[config.mk]
export PLATFORM = sky130hd
export DESIGN_NAME = expand_sequencer
export DESIGN_NICKNAME = d
export VERILOG_FILES = /design/src/rtl/expand_sequencer.sv
export SDC_FILE = /design/constraint.sdc
export NUM_CORES = 1
export LEC_CHECK = 0
export ABC_CLOCK_PERIOD_IN_PS = 2900
export BUFFER_PORTS_ARGS = -buffer_cell sky130_fd_sc_hd__buf_2
export CAP_MARGIN = 20
export CORE_ASPECT_RATIO = 2
export CORE_UTILIZATION = 35
export CTS_CLUSTER_DIAMETER = 150
export DETAILED_ROUTE_END_ITERATION = 6
export SLEW_MARGIN = 15
export SYNTH_ARGS = -nofsm -noshare
export SYNTH_HDL_FRONTEND = slang
export SYNTH_SLANG_ARGS = --single-unit
[constraint.sdc]
create_clock -name clk -period 2.9 [get_ports clk]
set_clock_uncertainty 0.15 [all_clocks]
set_input_delay 0.145 -clock clk [delete_from_list [all_inputs] [get_ports clk]]
set_output_delay 0.145 -clock clk [all_outputs]
set_load 0.05 [all_outputs]
[src/rtl/expand_sequencer.sv]
// expand_sequencer: feeds the Expand stage from a valid/ready coefficient
// stream. Issues spaced single-cycle write pulses, generates direct-mode
// addresses, clears Expand's position counter before expand jobs and
// signals job completion.

`ifndef OVERALL_BITS
`define OVERALL_BITS 16
`endif

module expand_sequencer #(
  parameter int LOGN = 13,
  parameter int DW   = 2*`OVERALL_BITS
) (
  input  logic            clk,
  input  logic            rst_n,
  input  logic            start,
  input  logic            mode,
  input  logic            abort,
  output logic            busy,
  output logic            done,
  input  logic            in_valid,
  output logic            in_ready,
  input  logic [DW-1:0]   in_data,
  output logic            exp_rst,
  output logic            do_expand,
  output logic [LOGN-1:0] addr_from_sw,
  output logic [DW-1:0]   data_from_sw,
  output logic            wea_from_sw
);

  typedef enum logic [2:0] {
    IDLE  = 3'd0,
    CLR   = 3'd1,
    FETCH = 3'd2,
    ISSUE = 3'd3,
    DRAIN = 3'd4,
    DONE  = 3'd5
  } state_t;

  // Job lengths: an expand element fills one entry in each bank, so an
  // expand job needs half as many elements as a direct job.
  localparam logic [LOGN:0] LEN_DIRECT = {1'b1, {LOGN{1'b0}}};
  localparam logic [LOGN:0] LEN_EXPAND = {2'b01, {(LOGN-1){1'b0}}};

  state_t          state;
  logic            mode_reg;
  logic [LOGN:0]   cnt;
  logic            drain_cnt;
  logic [LOGN:0]   cnt_inc;
  logic [LOGN:0]   job_len;

  assign cnt_inc  = cnt + (LOGN+1)'(1);
  assign job_len  = mode_reg ? LEN_EXPAND : LEN_DIRECT;

  // Ready is a pure state decode so a handshake always lands in FETCH,
  // which also guarantees an idle cycle between consecutive write pulses.
  assign in_ready = (state == FETCH);

  // Job sequencing FSM with registered outputs.
  always_ff @(posedge clk or negedge rst_n) begin
    if (!rst_n) begin
      state        <= IDLE;
      mode_reg     <= 1'b0;
      cnt          <= '0;
      drain_cnt    <= 1'b0;
      busy         <= 1'b0;
      done         <= 1'b0;
      exp_rst      <= 1'b0;
      do_expand    <= 1'b0;
      addr_from_sw <= '0;
      data_from_sw <= '0;
      wea_from_sw  <= 1'b0;
    end else if (abort && state != IDLE) begin
      // Cancel: drop everything that could touch Expand, no done pulse.
      state       <= IDLE;
      busy        <= 1'b0;
      done        <= 1'b0;
      exp_rst     <= 1'b0;
      do_expand   <= 1'b0;
      wea_from_sw <= 1'b0;
    end else begin
      case (state)
        IDLE: begin
          busy        <= 1'b0;
          done        <= 1'b0;
          exp_rst     <= 1'b0;
          do_expand   <= 1'b0;
          wea_from_sw <= 1'b0;
          // abort in IDLE suppresses a simultaneous start
          if (start && !abort) begin
            mode_reg  <= mode;
            state     <= CLR;
            busy      <= 1'b1;
            do_expand <= mode;
            exp_rst   <= mode;
          end
        end
        CLR: begin
          exp_rst <= 1'b0;
          cnt     <= '0;
          state   <= FETCH;
        end
        FETCH: begin
          if (in_valid) begin
            data_from_sw <= in_data;
            addr_from_sw <= mode_reg ? '0 : cnt[LOGN-1:0];
            wea_from_sw  <= 1'b1;
            state        <= ISSUE;
          end
        end
        ISSUE: begin
          wea_from_sw <= 1'b0;
          cnt         <= cnt_inc;
          if (cnt_inc == job_len) begin
            drain_cnt <= 1'b0;
            state     <= DRAIN;
          end else begin
            state <= FETCH;
          end
        end
        DRAIN: begin
          // Two quiet cycles so Expand's delayed counter and last write settle.
          if (drain_cnt) begin
            done  <= 1'b1;
            state <= DONE;
          end else begin
            drain_cnt <= 1'b1;
          end
        end
        DONE: begin
          done      <= 1'b0;
          busy      <= 1'b0;
          do_expand <= 1'b0;
          state     <= IDLE;
        end
        default: state <= IDLE;
      endcase
    end
  end

endmodule
# Word level (Yosys, flattened, before mapping)
# Cells that the tools add are included.
# Widths: inputs -> output; s select.
# totals
register_bits,69
output_inout_bits,51
word_cells,68
in_bits,38
# classes
addsub,1
bitwise_logic,1
reduce_logical,20
mux,25
eq_ne,10
# ops
operator,n
$pmux 14 s2,1
$mux 3,5
$pmux 3 s5,1
$reduce_bool 3->1,5
$add 14x1->14 const B,1
$eq 14x14->1,1
$mux 14,1
$mux 13,1
$pmux 1 s2,6
$reduce_and 3->1,4
$mux 1,10
$eq 3x2->1 const B,2
$eq 3x3->1 const B,2
$ne 3x3->1 const B,2
$reduce_and 2->1,3
$reduce_bool 2->1,2
$reduce_or 2->1,2
$eq 3x1->1 const B,1
$logic_not 3->1,1
$ne 3x2->1 const B,1
$logic_and 1x1->1,2
$ne 2x2->1 const B,1
$logic_not 1->1,1
$not 1->1,1

# Depth between registers and ports, before layout
# depth
depth_word,5
mapped_depth,8
mapped_depth_nobuf,7

# Least setup slack after synthesis
# No wires, ideal clock.
# synth_path
kind,reg2reg
start,register cnt[0]
end,register drain_cnt
path_stages_with_launch,9
required_ns,2.613
slack_ns,0.834
path_buffers,1
arrival_time_ns,1.778
synth_period_minus_slack_ns,2.066
setup_ns,0.137
cell_sequence,dfrtp_1 ha_1 buf_6 inv_1 nor4_4 mux2i_1 o22ai_2 nor4_2 a21oi_1
# synth_between
elab_chain_cells,4
# synth_rtl
element,line,text
from (decl),47,logic [LOGN:0] cnt;
from (signal assigned),113,cnt <= cnt_inc;
$add 14x1->14,52,assign cnt_inc = cnt + (LOGN+1)'(1);
$eq 14x14->1,114,if (cnt_inc == job_len) begin
$ne 2x2->1 (no line),--,
$reduce_and 3->1 (no line),--,
to (signal assigned),65,drain_cnt <= 1'b0;
to (signal assigned),115,drain_cnt <= 1'b0;
to (signal assigned),127,drain_cnt <= 1'b1;
to (decl),48,logic drain_cnt;
# No other way between the ends.
# A chain may end at the register's enable or synchronous reset.

# Final worst setup path
# layout_path
start,register cnt[0]
end,register state[1]
# layout_between
elab_chain_cells,5
# layout_rtl
element,line,text
$add 14x1->14,52,
$eq 14x14->1,114,
$mux 3,114,
$pmux 3 s5,82,case (state)
$mux 3,73,end else if (abort && state != IDLE) begin
to (signal assigned),75,state <= IDLE;
to (signal assigned),116,state <= DRAIN;
to (signal assigned),118,state <= FETCH;
to (decl),45,state_t state;
# No other way between the ends.

==> results.json <==
{
  "n_fill_cell": 836,
  "antenna_found_initial": 0,
  "leakagePower_nw": 2.09,
  "io_buffers": 88,
  "largest_reg_flops": 32,
  "die_h_um": 139,
  "slowest_delay_ns": 0.46,
  "final_hold_viol_count": 0,
  "register_area_sq_mm": 0.00173,
  "synthTopCellsByCount": "dfrtp_1 (69), o21ai_0 (40), mux2_2 (33)",
  "drv_cap": 0,
  "antenna_cells": 0,
  "top_register": "data_from_sw",
  "die-width_um": 70.7,
  "ctsHtreeMaxLevel": 3,
  "synth.most_common_cell": "dfrtp_1",
  "tritoncts": "done",
  "netlist_area_sq_mm": 0.00331,
  "grt_use_met2_pct": 30.6,
  "status": "finished, violations left",
  "place_hpwl_um": 5070,
  "crit_slowest_cell": "dfrtp_1",
  "gp_congestion": 0.854,
  "p_per_area_mw_per_mm2": 771,
  "seq_area_frac_synth_pct": 52.2,
  "ios": 89,
  "met3_usage_pct": 3.69,
  "synth.net_count": 343,
  "vias": 2678,
  "fin_crit_ns": 2.42,
  "timing.fmax_mhz": 414,
  "clock_latency_ns": 0.32,
  "finalMaxSlewViolations": 0,
  "global_route.usage.met1_pct": 14.3,
  "postRouteWirelength_um": 7390,
  "grt_pass1_vias": 2675,
  "drtAntennaViolNets": 0,
  "yosys-top-cells-area": "dfrtp_1 (52%), mux2_2 (11%), o21ai_0 (6.1%)",
  "cts-root-buf": "clkbuf_16",
  "ys_async_sr_fraction_pct": 100,
  "rsz0062_at_grt": "false",
  "vias_per_cell": 5.12,
  "rows": 49,
  "clk_pin_slew_worst_paths_ns": 0.05,
  "ir_worst_vdd_mv": 0.307,
  "critPathCaptureType": "flip-flop",
  "grt_pass1_wl_um": 12100,
  "p_total_mw": 3.37,
  "core-area_sq_mm": 0.00907,
  "cp.required_ns": 2.95,
  "synth_seq_cells": 69,
  "synth_top_area_share_pct": 52.2,
  "synth_edf_count": 0,
  "post_cts_buffers": 0,
  "path_class": "reg -> reg",
  "start_util_pct": 36.4,
  "busiest_layer": "met2",
  "startpoint_type": "flip-flop",
  "overflow": 0,
  "violations": "DRC",
  "top_regs": "data_from_sw x32, cnt x14, addr_from_sw x13",
  "drive_gt1_share_pct": 34.2,
  "syn_avg_cell_area_sq_um": 10.9,
  "area_growth_pct": 32.3,
  "fin_setup_tns_ns": 0,
  "post-route-period-util_pct": 83.4,
  "finalNetCount": 458,
  "hp-class": "in -> reg",
  "synth_top_area_cell": "dfrtp_1",
  "ys.warnings.count": 0,
  "cts_buffers": 9,
  "critPathMaxFanout": 9,
  "tightest_slew_ns": 0.866,
  "syn_inst": 303,
  "routedWlPerCell_um": 14.1,
  "dominantRegCellSynth": "dfrtp_1",
  "die_area_sq_mm": 0.00986,
  "multi_input_area_sq_mm": 0.00140,
  "slew_headroom_pct": 42.3,
  "drtIter0Drc": 111,
  "arrival_ns": 2.46,
  "first_pass_iters": 6,
  "route.detailed.drc": 20,
  "cts_buffer_depth": 2,
  "grt_usage_pct": 15.7,
  "cts.sinks": 69,
  "worstPathCellList": "ha_1 > inv_1 > nor4_4 > mux2i_1 > o22ai_2 > nor4_2 > a21oi_1",
  "finalSetupViolCount": 0,
  "synth_cell_types": 46,
  "grt_max_degree": 70
}
-- power by group --
part           switching [mW]  leakage (nW)  internal [mW]
logic                   0.790          1.05          0.315
registers              0.0909         0.897           1.14
clock network           0.360         0.139          0.677
-- path summary, 6_finish.rpt --
kind	slack, ns	end	startpoint	cells past startpoint
worst max-delay path	0.48	state[1]	cnt[0]	7
worst max register to register	0.48	state[1]	cnt[0]	7
worst min register to register	0.32	addr_from_sw[12]	addr_from_sw[12]	2
worst min-delay path	0.05	exp_rst	start	3
max in group asynchronous	1.63	data_from_sw[12]	rst_n	3
min in group asynchronous	0.38	data_from_sw[29]	rst_n	3
-- per-stage QoR --
step | hold WS, ns | cells | utilization (%) | cell area, sq um | worst slack, ns
6_report | 0.0477 | 523 | 48.2 | 4380 | 0.482
5_1_grt | 0.0549 | 523 | 48.2 | 4380 | 0.258
4_1_cts | 0.0261 | 523 | 48.2 | 4380 | 0.471
3_5_place_dp | 0.231 | 474 | 41.3 | 3740 | 0.496
3_3_place_gp | 0.229 | 474 | 41.3 | 3740 | 0.592
2_1_floorplan | -0.301 | 303 | - | 3310 | 0.834
-- layout by cell type, fill, tap and decap left out, drive strengths merged, types with 2 or more instances in the layout --
cell type | Yosys | routed
a31oi | 2 | 2
ha | 2 | 2
nand2b | 14 | 14
mux2i | 2 | 2
o31ai | 3 | 3
nor4 | 6 | 6
a21oi | 11 | 11
nand2 | 28 | 28
nor2b | 5 | 5
xnor2 | 4 | 4
and3 | 2 | 2
inv | 6 | 6
nor2 | 15 | 15
o21ai | 40 | 40
xor2 | 2 | 2
dfrtp | 69 | 69
dlygate4sd3 | 0 | 35
nand4 | 5 | 5
mux2 | 33 | 33
and2 | 3 | 3
o22ai | 2 | 2
nand3 | 7 | 7
clkbuf | 12 | 12
buf | 9 | 91
nor3 | 6 | 6
nor3b | 2 | 2
-- routing by layer --
metal	vias up	wire, um
met2	69	4230
met3	20	318
li1	1299	-
met5	-	0
met1	1290	2630
met4	0	215
-- cell type report --
type / instances / share of cell area [%]
Sequential cell: 69 / 39.5
Clock buffer: 12 / 5.63
Multi-Input combinational cell: 206 / 32.1
Timing Repair Buffer: 126 / 18.6
Inverter: 6 / 0.515
Clock inverter: 2 / 0.801
Tap cell: 102 / 2.92
-- kinds of logic after synthesis --
family / Yosys count / share of synthesized area [%]
buf+inv: 28 / 5.49
simple gates: 95 / 16.2
mux: 35 / 11.8
flops: 69 / 52.2
xor+xnor: 6 / 1.59
fa+ha+maj: 2 / 0.757
compound gates: 68 / 12.0
-- critical path, delay by kind of cell, from the launching register on --
| family | cells | cell delay (ns) |
|---|---|---|
| mux | 1 | 0.25 |
| simple gates | 2 | 0.62 |
| fa+ha+maj | 1 | 0.37 |
| flops | 1 | 0.46 |
| compound gates | 2 | 0.22 |
| buf+inv | 1 | 0.20 |
-- timing repair --
| action | CTS | global route |
|---|---|---|
| hold buffers | 35 | 0 |
| gates resized for setup | 0 | 0 |
| endpoints found under the setup margin | 0 | 0 |
| endpoints found under the hold margin | 108 | 0 |
Power figures use the tool's default switching activity.
